--- config.mk ---
export PLATFORM = sky130hd
export DESIGN_NAME = magcmp_serial_scheduler
export DESIGN_NICKNAME = d
export VERILOG_FILES = /design/src/rtl/magcmp_pkg.sv /design/src/rtl/rr_arbiter_2.sv /design/src/rtl/magcmp_serial_scheduler.sv
export SDC_FILE = /design/constraint.sdc
export NUM_CORES = 1
export LEC_CHECK = 0
export ABC_AREA = 1
export ABC_CLOCK_PERIOD_IN_PS = 1350
export CORE_AREA = 2 2 44 62
export CTS_BUF_LIST = sky130_fd_sc_hd__clkbuf_8 sky130_fd_sc_hd__clkbuf_16
export CTS_CLUSTER_SIZE = 25
export DETAILED_ROUTE_END_ITERATION = 6
export DIE_AREA = 0 0 46 64
export PLACE_DENSITY = 0.66
export SETUP_SLACK_MARGIN = 0.5
export SLEW_MARGIN = 40
export SYNTH_ARGS = -nofsm -noshare
export SYNTH_HDL_FRONTEND = slang
export SYNTH_SLANG_ARGS = --single-unit
--- constraint.sdc ---
create_clock -name clk -period 1.35 [get_ports clk]
set_input_delay 0.405 -clock clk [delete_from_list [all_inputs] [get_ports clk]]
set_output_delay 0.405 -clock clk [all_outputs]
set_load 0.01 [all_outputs]
--- src/rtl/magcmp_pkg.sv ---
// Shared definitions for the bit-serial magnitude-compare scheduler.
//   MAGCMP_WIDTH : default operand width
//   state_e      : scheduler FSM states
//   SEL_LT/GT    : encoding of the requester's select bit
//   sel_result   : picks the reported relation from the lt/gt flags
package magcmp_pkg;

  localparam int MAGCMP_WIDTH = 3;

  typedef enum logic [1:0] {
    IDLE    = 2'd0,
    COMPARE = 2'd1,
    DONE    = 2'd2
  } state_e;

  localparam logic SEL_LT = 1'b0;
  localparam logic SEL_GT = 1'b1;

  function automatic logic sel_result(input logic sel, input logic lt, input logic gt);
    return (sel == SEL_GT) ? gt : lt;
  endfunction

endpackage

--- src/rtl/rr_arbiter_2.sv ---
// Two-way round-robin grant (purely combinational).
//   valid_i[1:0] : request lines
//   ptr_i        : requester that wins when both are valid
//   grant_o[1:0] : one-hot grant, zero when nobody requests
module rr_arbiter_2 (
  input  logic [1:0] valid_i,
  input  logic       ptr_i,
  output logic [1:0] grant_o
);

  // Single requester always wins; a tie is resolved by the pointer.
  always_comb begin
    grant_o = 2'b00;
    case (valid_i)
      2'b01:   grant_o = 2'b01;
      2'b10:   grant_o = 2'b10;
      2'b11:   grant_o = ptr_i ? 2'b10 : 2'b01;
      default: grant_o = 2'b00;
    endcase
  end

endmodule

--- src/rtl/magcmp_serial_scheduler.sv ---
// Shares one MSB-first bit-serial magnitude comparator between two requesters.
//   clk, reset               : rising-edge clock, synchronous active-high reset
//   reqN_valid/ready         : request handshake for requester N (0/1)
//   reqN_a/b/select          : operands and relation (0: a<b, 1: a>b)
//   rsp_valid/ready          : response handshake
//   rsp_id/out/eq            : requester id, selected relation, equality flag
//   busy                     : FSM is not idle
module magcmp_serial_scheduler
  import magcmp_pkg::*;
#(
  parameter int WIDTH = MAGCMP_WIDTH
) (
  input  logic             clk,
  input  logic             reset,
  input  logic             req0_valid,
  output logic             req0_ready,
  input  logic [WIDTH-1:0] req0_a,
  input  logic [WIDTH-1:0] req0_b,
  input  logic             req0_select,
  input  logic             req1_valid,
  output logic             req1_ready,
  input  logic [WIDTH-1:0] req1_a,
  input  logic [WIDTH-1:0] req1_b,
  input  logic             req1_select,
  output logic             rsp_valid,
  input  logic             rsp_ready,
  output logic             rsp_id,
  output logic             rsp_out,
  output logic             rsp_eq,
  output logic             busy
);

  localparam int IW = (WIDTH > 1) ? $clog2(WIDTH) : 1;

  state_e           state_q, state_d;
  logic [WIDTH-1:0] a_q, a_d, b_q, b_d;
  logic             sel_q, sel_d, id_q, id_d;
  logic [IW-1:0]    idx_q, idx_d;
  logic             rr_q, rr_d;
  logic             rsp_id_q, rsp_id_d, rsp_out_q, rsp_out_d, rsp_eq_q, rsp_eq_d;
  logic [1:0]       grant_s;
  logic             a_bit_s, b_bit_s;

  rr_arbiter_2 u_arb (
    .valid_i ({req1_valid, req0_valid}),
    .ptr_i   (rr_q),
    .grant_o (grant_s)
  );

  assign a_bit_s = a_q[idx_q];
  assign b_bit_s = b_q[idx_q];

  // State, operand, counter, pointer and response registers.
  always_ff @(posedge clk) begin
    if (reset) begin
      state_q   <= IDLE;
      a_q       <= {WIDTH{1'b0}};
      b_q       <= {WIDTH{1'b0}};
      sel_q     <= 1'b0;
      id_q      <= 1'b0;
      idx_q     <= {IW{1'b0}};
      rr_q      <= 1'b0;
      rsp_id_q  <= 1'b0;
      rsp_out_q <= 1'b0;
      rsp_eq_q  <= 1'b0;
    end else begin
      state_q   <= state_d;
      a_q       <= a_d;
      b_q       <= b_d;
      sel_q     <= sel_d;
      id_q      <= id_d;
      idx_q     <= idx_d;
      rr_q      <= rr_d;
      rsp_id_q  <= rsp_id_d;
      rsp_out_q <= rsp_out_d;
      rsp_eq_q  <= rsp_eq_d;
    end
  end

  // Next-state logic, accept handshake and compare step.
  always_comb begin
    state_d    = state_q;
    a_d        = a_q;
    b_d        = b_q;
    sel_d      = sel_q;
    id_d       = id_q;
    idx_d      = idx_q;
    rr_d       = rr_q;
    rsp_id_d   = rsp_id_q;
    rsp_out_d  = rsp_out_q;
    rsp_eq_d   = rsp_eq_q;
    req0_ready = 1'b0;
    req1_ready = 1'b0;
    case (state_q)
      IDLE: begin
        req0_ready = grant_s[0];
        req1_ready = grant_s[1];
        if (grant_s != 2'b00) begin
          a_d     = grant_s[1] ? req1_a : req0_a;
          b_d     = grant_s[1] ? req1_b : req0_b;
          sel_d   = grant_s[1] ? req1_select : req0_select;
          id_d    = grant_s[1];
          idx_d   = IW'(WIDTH - 1);
          state_d = COMPARE;
        end else begin
          state_d = IDLE;
        end
      end
      COMPARE: begin
        // First differing bit from the top decides; a's bit is the gt flag.
        if (a_bit_s != b_bit_s) begin
          rsp_out_d = sel_result(sel_q, ~a_bit_s, a_bit_s);
          rsp_eq_d  = 1'b0;
          rsp_id_d  = id_q;
          state_d   = DONE;
        end else if (idx_q == {IW{1'b0}}) begin
          rsp_out_d = 1'b0;
          rsp_eq_d  = 1'b1;
          rsp_id_d  = id_q;
          state_d   = DONE;
        end else begin
          idx_d = idx_q - IW'(1);
        end
      end
      DONE: begin
        // The other requester gets priority on the next tie.
        if (rsp_ready) begin
          rr_d    = ~rsp_id_q;
          state_d = IDLE;
        end else begin
          state_d = DONE;
        end
      end
      default: state_d = IDLE;
    endcase
  end

  assign rsp_valid = (state_q == DONE);
  assign rsp_id    = rsp_id_q;
  assign rsp_out   = rsp_out_q;
  assign rsp_eq    = rsp_eq_q;
  assign busy      = (state_q != IDLE);

endmodule

# [After elaboration in Yosys (flattened, before gate mapping)]
# Cells that the tools add are included.
[classes] addsub=1 reduce_logical=10 n_lt_le_gt_ge=1 eq_ne=10 mux=27 bitwise_logic=2
[op_table] cell="$mux 2" count=7
[op_table] cell="$mux 1" count=13
[op_table] cell="$pmux 2 s3" count=2
[op_table] cell="$reduce_bool 2->1" count=4
[op_table] cell="$eq 2x2->1 const B" count=3
[op_table] cell="$mux 3" count=2
[op_table] cell="$ne 2x2->1 const B" count=3
[op_table] cell="$reduce_and 2->1" count=3
[op_table] cell="$bmux 1 s2" count=2
[op_table] cell="$eq 2x1->1 const B" count=2
[op_table] cell="$logic_not 2->1" count=2
[op_table] cell="$pmux 2 s2" count=1
[op_table] cell="$reduce_and 4->1" count=1
[op_table] cell="$lt 2x3->1 const B" count=1
[op_table] cell="$ne 3x3->1 const B" count=1
[op_table] cell="$not 1->1" count=2
[op_table] cell="$sub 2x1->2 const B" count=1
[op_table] cell="$ne 1x1->1" count=1
[totals] elab_cells=61 input_bits=19 regBits=16

# [Depth between registers and ports, before layout]
[depth] depth_word=5 depth_mapped=11

# [Hierarchy]
# A second synthesis with hierarchy kept.
[unflattened] hier_cells=142 hier_area_um2=1009.7
[by_module_without_submodules] module="magcmp_serial_scheduler" area_each_um2=989.7 n_inst=1 cells_each=137 seq_area_each_um2=320.3
[by_module_without_submodules] module="rr_arbiter_2" area_each_um2=20.0 n_inst=1 cells_each=5 seq_area_each_um2=0.0

# [Least setup slack after synthesis]
# OpenSTA, ideal clock, no wires.
[synth_path] path_kind="register to output" start="reg state_q[0]" end="out req0_ready" n_path_buf=0 required_time_ns=0.945 slack_ns=-0.032 arrival_ns=0.977 stages_incl_launch_ff=4 path_cell_list="dfxtp_1 > nor2_1 > inv_1 > a211oi_1"
[synth_between] elab_chain_cells=2
[synth_lines] element="start, declared" line_no="magcmp_serial_scheduler.sv:35" source="state_e state_q, state_d;"
[synth_lines] element="start signal, assigned" line_no="magcmp_serial_scheduler.sv:67" source="state_q <= state_d;"
[synth_lines] element="$logic_not 2->1" line_no="magcmp_serial_scheduler.sv:94" source="case (state_q)"
[synth_lines] element="$mux 1" line_no="magcmp_serial_scheduler.sv:94"
[synth_lines] element="end, declared" line_no="magcmp_serial_scheduler.sv:16" source="output logic req0_ready,"
# Every way passes these cells.

# [Final worst setup path]
[layout_path] start="reg state_q[0]" end="out busy"
[layout_between] elab_chain_cells=1
[layout_lines] element="$reduce_bool 2->1" line_no="magcmp_serial_scheduler.sv:142" source="assign busy = (state_q != IDLE);"
[layout_lines] element="end, declared" line_no="magcmp_serial_scheduler.sv:30" source="output logic busy"
# Every way passes these cells.

==> results.yml <==
status:
  status: "finished with violations"
  violations: "negative setup slack"
layout:
  final-seq-area_um2: 340.3
  drive_gt1_share_pct: 53.69
  fin_util_pct: 75.29
  fillCellCount: 172
  syn_to_final_growth_pct: 97.91
  multiInputGateArea_um2: 676.9
  antenna_cells: 0
  mostFrequentLayoutCell: "nand2_1"
  layout_common_cells: "nand2_1, inv_1, buf_4"
  nets: 224
  stdcell_area_um2: 1780
  instances_no_fill: 226
floorplanning:
  die_height_um: 64
  start_util_pct: 38.04
  pin_count: 26
  die_w_um: 46
  die-area_um2: 2944
  rows: 21
  coreArea_um2: 2365
critical_path:
  cp.buffers_inverters: 2
  cp_max_fo: 3
  path_class: "flop to primary output"
  cp_slowest_stage_delay_ns: 0.34
  endpoint_kind: "primary output"
  crit_path_start_kind: "flop"
  critPathSlowestCell: "dfxtp_2"
  worstPathArrival_ns: 1.03
  reg2reg_from: "state_q[1]"
  cp_data_required_time_ns: 0.95
  path_delay_family: "flip-flops"
  cp_cell_sequence: "nor2_4 > inv_2 > dlygate4sd2_1"
  cp-startpoint: "state_q[0]"
synth:
  yosys-top-cells-area: "dfxtp_1, nand2_1, inv_1"
  ys_seq_elements: 16
  ys_types: 21
  syn_area_um2: 899.6
  synth_cells: 147
  yosysTopAreaCell: "dfxtp_1"
  synth_nets: 167
  ys_warn_count: 0
  synth_top_cell_area_share_pct: 35.61
  yosysSeqAreaShare_pct: 35.61
  syn_area_per_cell_um2: 6.120
power_and_ir_drop:
  irDropWorstVdd_mv: 0.8971
  combinationalPowerShare_pct: 56.2
  p_int_mw: 1.507
  switchingPower_mw: 0.9924
  p_leak_nw: 0.8601
  pwr-share-seq_pct: 26.4
  pwr-share-clk_pct: 17.4
  power_density_nw_per_um2: 1404
  p_sw_share_pct: 39.71
  total_power_mw: 2.499
clock_network:
  cts.clk_slew.worst_paths_ns: 0.07
  clkSinkCount: 16
  cts_tree: "yes"
  clk_path_buf_depth: 2
  insertion_delay_ns: 0.26
  numCtsBuffers: 3
  clockRootBuffer: "clkbuf_8"
  htreeDepth: 1
timing:
  tightest_slew_ns: 0.2776
  rsz0062_at_grt: "true"
  setup_tns_ns: -0.4757
  setup_viol: 7
  finalCritPeriodShare_pct: 106.6
  whs_ns: 0.5138
  max_freq_mhz: 694.9
  finalWorstSetupSlack_ns: -0.08903
  finalClockSkew_ns: 0.003171
  fin_crit_ns: 1.439
  final-max-slew-violation-count: 0
  max-slew-margin-rel_pct: 81.42
  finalHoldViolations: 0
min_path:
  min_from: "id_q"
  hold_path_class: "flop to flop"
global_routing:
  grt_max_degree: 11
  antenna_found_initial: 0
  track_usage_pct: 21.24
  globalRoute.totalOverflow: 0
  grt_pass1_vias: 1034
  grt_first_pass_wirelength_um: 4498
detailed_routing:
  via_per_inst: 4.965
  drtAntennaViolNets: 0
  avgRoutedWirePerCell_um: 13.85
  firstDrtPassIters: 4
  wl_um: 3129
  vias: 1122
  drtIter0Drc: 13
  route.detailed.drc: 0
flow_run:
  maxCapViolations: 0
placed_design:
  dp_slack_ns: -0.8535
  place.gp.congestion: 0.7952
  dpl.hpwl_um: 1681
  dp_cells: 204
  post_dp_cell_area_um2: 1323
  portBuffers: 25
[state kept, by name, summed over array words and instances, names as in the netlist]
name,cells
rsp_out,1
state_q,2
b_q,3
rsp_eq,1
id_q,1
idx_q,2
sel_q,1
rr_q,1
rsp_id,1
a_q,3
[metal layers]
metal	global-route usage, %	wire length, um
met5	0	0
met4	11.43	66
met3	2.542	74
met2	37.33	1849
met1	23.08	1139
[layout make-up]
class | instances | area share (%)
multi-input combinational | 97 | 38.02
timing repair buffer | 54 | 30.01
sequential | 16 | 19.11
inverter | 32 | 8.152
clock buffer | 4 | 3.092
tap | 23 | 1.616
[worst reg2reg max path, stage by stage, from the launching register on]
cell     delay (ns)
dfxtp_4        0.36
buf_6          0.12
buf_6          0.11
buf_6          0.11
nor2_4         0.14
inv_4          0.08
o21ai_4        0.17
nand4_1        0.12
nand2_1        0.07
nor2_1         0.04
[final timing paths]
path / end / slack (ns) / cells after the start
setup / recovery: busy / -0.09 / 3
hold / removal: id_q / 0.51 / 2
setup reg to reg: idx_q[1] / -0.08 / 9
hold reg to reg: id_q / 0.51 / 2
[power groups by stage]
stage	clock (mW)	combinational [mW]	sequential (mW)
after global placement	0	0.788	0.634
after global routing	0.465	1.50	0.670
after CTS	0.437	1.14	0.652
after floorplan	0	0.484	0.639
after detailed placement	0	0.806	0.637
final	0.434	1.40	0.661
[cells in the mapped netlist]
master,instances
o21ai_1,4
inv_1,30
nor2_2,1
clkbuf_1,1
nand4_1,1
nand3_1,6
a21oi_2,1
a21oi_1,12
o21ai_4,1
o21ai_0,5
ha_1,1
nor3_1,1
o21ai_2,1
o211ai_1,1
dfxtp_1,16
nand2_1,45
nor2_1,13
a211oi_1,1
buf_2,1
nand2_2,3
inv_2,2
[timing repair]
item                       4_1_cts  5_1_grt
setup endpoints to repair       23       23
cloned                           1        0
resized for setup               99       27
hold buffers                     0        0
buffers inserted                12        5
pin swaps                       29       17
[logic make-up (layout without fill, tap and decap cells)]
kind of cell	count (synthesis)	after routing	synth area share [%]
AOI/OAI and AO/OA	26	26	17.11
adders and majority gates	1	1	1.391
buffers and inverters	34	90	14.33
and+or+nand+nor	70	70	31.57
DFF	16	16	35.61
Power figures use the tool's default switching activity.
